**src/rtl/mem_access_unit.sv**
```systemverilog
// Sequenced data-memory access unit: single loads/stores plus word-by-word COPY.
// Requests are validated up front; invalid ones complete in one cycle with an error.
module mem_access_unit #(
  parameter int unsigned ADDR_BITS = 8
) (
  input  logic        clk,
  input  logic        rst,
  input  logic        i_req,
  input  logic [2:0]  i_op,
  input  logic [31:0] i_addr,
  input  logic [31:0] i_wData,
  input  logic [7:0]  i_len,
  output logic        o_busy,
  output logic        o_done,
  output logic        o_err,
  output logic [31:0] o_rData,
  output logic        o_DMem_we,
  output logic        o_DMem_sByte,
  output logic [31:0] o_DMem_addr,
  output logic [31:0] o_DMem_wData,
  input  logic [31:0] i_DMem_rData
);

  localparam logic [2:0] OpLw   = 3'd0;
  localparam logic [2:0] OpLb   = 3'd1;
  localparam logic [2:0] OpLbu  = 3'd2;
  localparam logic [2:0] OpSw   = 3'd3;
  localparam logic [2:0] OpSb   = 3'd4;
  localparam logic [2:0] OpCopy = 3'd5;

  // Window limit kept at 34 bits so end-address sums never wrap.
  localparam logic [33:0] Limit = 34'd1 << ADDR_BITS;

  typedef enum logic [1:0] {StIdle, StAcc, StCpRd, StCpWr} state_e;

  state_e state_q, state_d;

  logic [2:0]  op_q;
  logic [31:0] addr_q;
  logic [31:0] data_q;
  logic [7:0]  len_q;
  logic [8:0]  cnt_q;
  logic [31:0] buf_q;
  logic [31:0] rdata_q;
  logic        done_q;
  logic        err_q;

  logic        accept;
  logic        req_word, req_byte, req_copy, req_illegal;
  logic        req_misalign, req_range, req_err;
  logic [33:0] span, src_end, dst_end;
  logic [10:0] off;
  logic        last_word;
  logic        acc_byte, acc_store;

  always_comb begin
    req_word    = (i_op == OpLw) || (i_op == OpSw);
    req_byte    = (i_op == OpLb) || (i_op == OpLbu) || (i_op == OpSb);
    req_copy    = (i_op == OpCopy);
    req_illegal = (i_op > OpCopy);
    span = '0;
    if (req_word) begin
      span = 34'd4;
    end else if (req_byte) begin
      span = 34'd1;
    end else if (req_copy) begin
      span = {24'b0, i_len, 2'b00};
    end
    src_end      = {2'b00, i_addr} + span;
    dst_end      = {2'b00, i_wData} + span;
    req_misalign = (req_word && (i_addr[1:0] != 2'b00)) ||
                   (req_copy && ((i_addr[1:0] != 2'b00) || (i_wData[1:0] != 2'b00)));
    req_range    = (src_end > Limit) || (req_copy && (dst_end > Limit));
    req_err      = req_illegal || req_misalign || req_range;
  end

  assign accept    = i_req && (state_q == StIdle);
  assign off       = {cnt_q, 2'b00};
  assign last_word = ((cnt_q + 9'd1) == {1'b0, len_q});
  assign acc_byte  = (op_q == OpLb) || (op_q == OpLbu) || (op_q == OpSb);
  assign acc_store = (op_q == OpSw) || (op_q == OpSb);

  always_ff @(posedge clk) begin
    if (rst) begin
      state_q <= StIdle;
    end else begin
      state_q <= state_d;
    end
  end

  always_comb begin
    state_d = state_q;
    case (state_q)
      StIdle: begin
        if (accept && !req_err) begin
          if (!req_copy) begin
            state_d = StAcc;
          end else if (i_len != 8'd0) begin
            state_d = StCpRd;
          end
        end
      end
      StAcc:  state_d = StIdle;
      StCpRd: state_d = StCpWr;
      StCpWr: state_d = last_word ? StIdle : StCpRd;
      default: state_d = StIdle;
    endcase
  end

  always_comb begin
    o_busy       = (state_q != StIdle);
    o_DMem_we    = 1'b0;
    o_DMem_sByte = 1'b0;
    o_DMem_addr  = '0;
    o_DMem_wData = '0;
    case (state_q)
      StAcc: begin
        o_DMem_addr  = addr_q;
        o_DMem_sByte = acc_byte;
        o_DMem_we    = acc_store;
        o_DMem_wData = data_q;
      end
      StCpRd: begin
        o_DMem_addr = addr_q + {21'b0, off};
      end
      StCpWr: begin
        o_DMem_addr  = data_q + {21'b0, off};
        o_DMem_wData = buf_q;
        o_DMem_we    = 1'b1;
      end
      default: ;
    endcase
  end

  always_ff @(posedge clk) begin
    if (rst) begin
      op_q    <= '0;
      addr_q  <= '0;
      data_q  <= '0;
      len_q   <= '0;
      cnt_q   <= '0;
      buf_q   <= '0;
      rdata_q <= '0;
      done_q  <= 1'b0;
      err_q   <= 1'b0;
    end else begin
      done_q <= 1'b0;
      err_q  <= 1'b0;
      if (accept) begin
        op_q   <= i_op;
        addr_q <= i_addr;
        data_q <= i_wData;
        len_q  <= i_len;
        cnt_q  <= '0;
        if (req_err) begin
          done_q <= 1'b1;
          err_q  <= 1'b1;
        end else if (req_copy && (i_len == 8'd0)) begin
          done_q <= 1'b1;
        end
      end
      case (state_q)
        StAcc: begin
          done_q <= 1'b1;
          case (op_q)
            OpLw:    rdata_q <= i_DMem_rData;
            OpLb:    rdata_q <= {{24{i_DMem_rData[7]}}, i_DMem_rData[7:0]};
            OpLbu:   rdata_q <= {24'b0, i_DMem_rData[7:0]};
            default: ;
          endcase
        end
        StCpRd: buf_q <= i_DMem_rData;
        StCpWr: begin
          cnt_q <= cnt_q + 9'd1;
          if (last_word) begin
            done_q <= 1'b1;
          end
        end
        default: ;
      endcase
    end
  end

  assign o_done  = done_q;
  assign o_err   = err_q;
  assign o_rData = rdata_q;

endmodule
```
**config.mk**
```make
export PLATFORM = sky130hd
export DESIGN_NAME = mem_access_unit
export DESIGN_NICKNAME = d
export VERILOG_FILES = /design/src/rtl/mem_access_unit.sv
export SDC_FILE = /design/constraint.sdc
export NUM_CORES = 1
export LEC_CHECK = 0
export ABC_AREA = 1
export BUFFER_PORTS_ARGS = -buffer_cell sky130_fd_sc_hd__buf_4
export CAP_MARGIN = 20
export CORE_MARGIN = 2
export CORE_UTILIZATION = 30
export DETAILED_ROUTE_END_ITERATION = 16
export MAX_ROUTING_LAYER = met4
export SYNTH_ARGS = -nofsm -noshare
export SYNTH_HDL_FRONTEND = slang
export SYNTH_SLANG_ARGS = --single-unit
```
**constraint.sdc**
```tcl
create_clock -name clk -period 5 [get_ports clk]
set_input_delay 0.5 -clock clk [delete_from_list [all_inputs] [get_ports clk]]
set_output_delay 0.5 -clock clk [all_outputs]
set_load 0.02 [all_outputs]
```
==> flow_summary.yaml <==
clocking:
  cts_buffer_depth: 2
  clk_pin_slew_ns: 0.07
  cts_root_buffer: "clkbuf_16"
  cts_made_buffers: 17
  hold_buffers: 0
  htreeDepth: 4
  cts_tree: "yes"
  numClockSinks: 152
  clk_latency_ns: 0.43
logic_synthesis:
  syn_inst: 1724
  dominantRegCellSynth: "dfxtp_1"
  yosysUniqueCellTypes: 53
  synth-async-reset-ratio_pct: 0
  synth_edf_count: 0
  syn-cell-area_um2: 10550
  seq_area_frac_synth_pct: 28.85
  syn-num-nets: 1855
  ys_warn_count: 0
  ys_ff_latch: 152
  synth_area_per_cell_um2: 6.117
setup_path:
  slowest_stage: "dfxtp_1"
  cpMostUsedCell: "nand2_1"
  critPathKind: "flip-flop to output pin"
  cp-end-kind: "output pin"
  r2r_cells: 7
  required_ns: 4.50
  reg2reg_slack_ns: 2.32
  r2r-start: "state_q[1]$_SDFFE_PP0P_"
  critPathTopFamily: "simple AND/OR/NAND/NOR gates"
  slowest_delay_ns: 0.41
  cp_num_buf_inv: 5
  r2r_end: "buf_q[19]$_SDFFE_PP0P_"
  worst-path-max-fanout: 15
  critical_path_arrival_ns: 4.00
  start_kind: "flip-flop"
layout:
  postLayoutCoreUtil_pct: 37.92
  final_area_um2: 13100
  regArea_um2: 3043
  antenna_cells: 0
  syn_to_final_growth_pct: 24.20
  final_nets: 2027
  multi_input_comb_area_um2: 6462
  fillers: 3777
  drive_above_1_share_pct: 16.82
timing:
  layout_min_cycle_time_ns: 4.498
  slew_violations: 0
  hold_viol: 0
  setup-tns-final_ns: 0
  worst_pin_slew_ns: 0.9475
  slew_headroom_pct: 36.76
  rsz0062_at_grt: "no"
  finalCritPeriodShare_pct: 89.95
  setup_violations: 0
  max_freq_mhz: 222.3
  setup_slack_ns: 0.5024
  skew_ns: 0.01157
power_and_ir_drop:
  power_density_nw_per_um2: 233.1
  peakVddDrop_v: 0.0002154
  p_leak_nw: 6.175
  finalPower_mw: 3.054
min_path:
  worstHoldPathCells: 3
  worstHoldStart: "i_DMem_rData[4]"
  holdPathEnd: "o_rData[4]$_SDFFE_PP0P_"
  hold_path.class: "input port to flip-flop"
floorplan:
  dieArea_um2: 36670
  die_w_um: 191.5
  row_count: 68
  core_um2: 34540
  initial_core_util_pct: 30.53
  die_y_um: 191.5
  boundaryPins: 211
global_route:
  track_usage_pct: 22.47
  overflow: 0
  grt_max_degree: 83
  antenna_found_initial: 0
  grt_pass1_wl_um: 62240
  grt_pass1_vias: 11229
place:
  dp_slack_ns: 0.8419
  gp_congestion: 0.9377
  dp_hpwl_um: 32160
  portBuffers: 210
  placed_area_um2: 12510
routing:
  vias: 11969
  drc_errors: 0
  post_drt_wl_per_cell_um: 17.06
  wl_um: 40320
  drt_iter0_drc: 756
  antenna_left: 0
  first_pass_iters: 5
  via_per_inst: 5.063
flow_run:
  drv_cap: 0
run_status:
  run_status: "finished, final reports clean"
-- where the power goes --
part	total [mW]	leakage, nW	internal [mW]	switching (mW)
sequential	1.29	1.24	1.25	0.0312
combinational	0.483	4.65	0.164	0.319
clock	1.28	0.282	0.707	0.578
-- logic make-up (layout without fill, tap and decap cells) --
group,Yosys count,after routing,share of synthesized area (%)
flops,152,152,28.85
buf+inv,274,459,10.00
fa+ha+maj,21,21,2.563
compound gates,400,400,20.28
xor+xnor,25,25,2.076
mux,2,2,0.1898
simple gates,850,850,36.04
-- timing repair --
item,in CTS,in global routing
buffers inserted,0,0
gates resized for setup,0,2
endpoints found under the setup margin,0,2
-- cell type report --
class / count / share of cell area [%]
Timing Repair Buffer: 221 / 12.72
Sequential cell: 152 / 23.23
Clock buffer: 17 / 3.248
Inverter: 206 / 5.941
Multi-Input combinational cell: 1298 / 49.34
Tap cell: 455 / 4.346
Clock inverter: 15 / 1.175
-- routing by layer --
| metal | routed length (um) | GRT usage [%] | vias to the layer above |
|---|---|---|---|
| met4 | 622 | 6.065 | 0 |
| li1 | - | - | 6017 |
| met1 | 18880 | 30.47 | 5476 |
| met5 | 0 | - | - |
| met2 | 18120 | 35.00 | 432 |
| met3 | 2692 | 2.992 | 44 |
-- cells in the mapped netlist, types with 16 or more instances --
| cell type | n | share of area [%] |
|---|---|---|
| a22o_1 | 17 | 1.4 |
| o21ai_0 | 231 | 11 |
| ha_1 | 20 | 2.4 |
| inv_1 | 200 | 7.1 |
| clkbuf_1 | 59 | 2.1 |
| nand2_1 | 379 | 13 |
| nor3_1 | 22 | 1.0 |
| nand2_2 | 18 | 1.1 |
| a21oi_1 | 114 | 5.4 |
| nand4_1 | 30 | 1.8 |
| xor2_1 | 17 | 1.4 |
| nand3_1 | 92 | 4.4 |
| dfxtp_1 | 152 | 29 |
| nor2_1 | 245 | 8.7 |
| nor4_1 | 16 | 0.95 |
-- worst reg2reg max path: stages (launching register included) --
cell      delay [ns]
dfxtp_1         0.34
buf_4           0.32
clkinv_1        0.46
nor2_1          0.24
buf_4           0.34
inv_1           0.49
nor2_1          0.30
nor2_1          0.08
-- placed cells by master, fill, tap and decap left out, types with 19 or more instances in the layout --
master,instances
o21ai_0,231
a21oi_1,114
nand4_1,30
inv_1,199
buf_4,219
dfxtp_1,152
nor3_1,22
ha_1,20
nand3_1,92
nor2_1,243
nand2_1,378
nand2_2,19
-- worst max-delay path by stage --
stage / endpoint / cells past startpoint / from / slack [ns]
2_1_floorplan: o_DMem_addr[28] / 30 / state_q[1]$_SDFFE_PP0P_ / 0.42
3_3_place_gp: o_DMem_addr[28] / 23 / state_q[0]$_SDFFE_PP0P_ / 0.92
3_5_place_dp: o_DMem_addr[28] / 23 / state_q[0]$_SDFFE_PP0P_ / 0.84
4_1_cts: o_DMem_addr[28] / 23 / state_q[0]$_SDFFE_PP0P_ / 0.36
5_1_grt: o_DMem_addr[28] / 25 / state_q[0]$_SDFFE_PP0P_ / 0.009
6_report: o_DMem_addr[28] / 25 / state_q[0]$_SDFFE_PP0P_ / 0.50
-- flip-flops by register name, indices dropped and copies added (netlist names) --
signal / cells
cnt_q: 9
op_q: 3
o_err: 1
data_q: 32
len_q: 8
o_done: 1
addr_q: 32
state_q: 2
buf_q: 32
o_rData: 32
-- through the flow --
step / std cells / hold slack, ns
4_1_cts: 2364 / 0.2923
3_5_place_dp: 2332 / 0.4728
3_3_place_gp: 2331 / 0.4688
5_1_grt: 2364 / 0.2941
6_report: 2364 / 0.3062
2_1_floorplan: 1724 / 0.4358
Power figures use the tool's default switching activity.
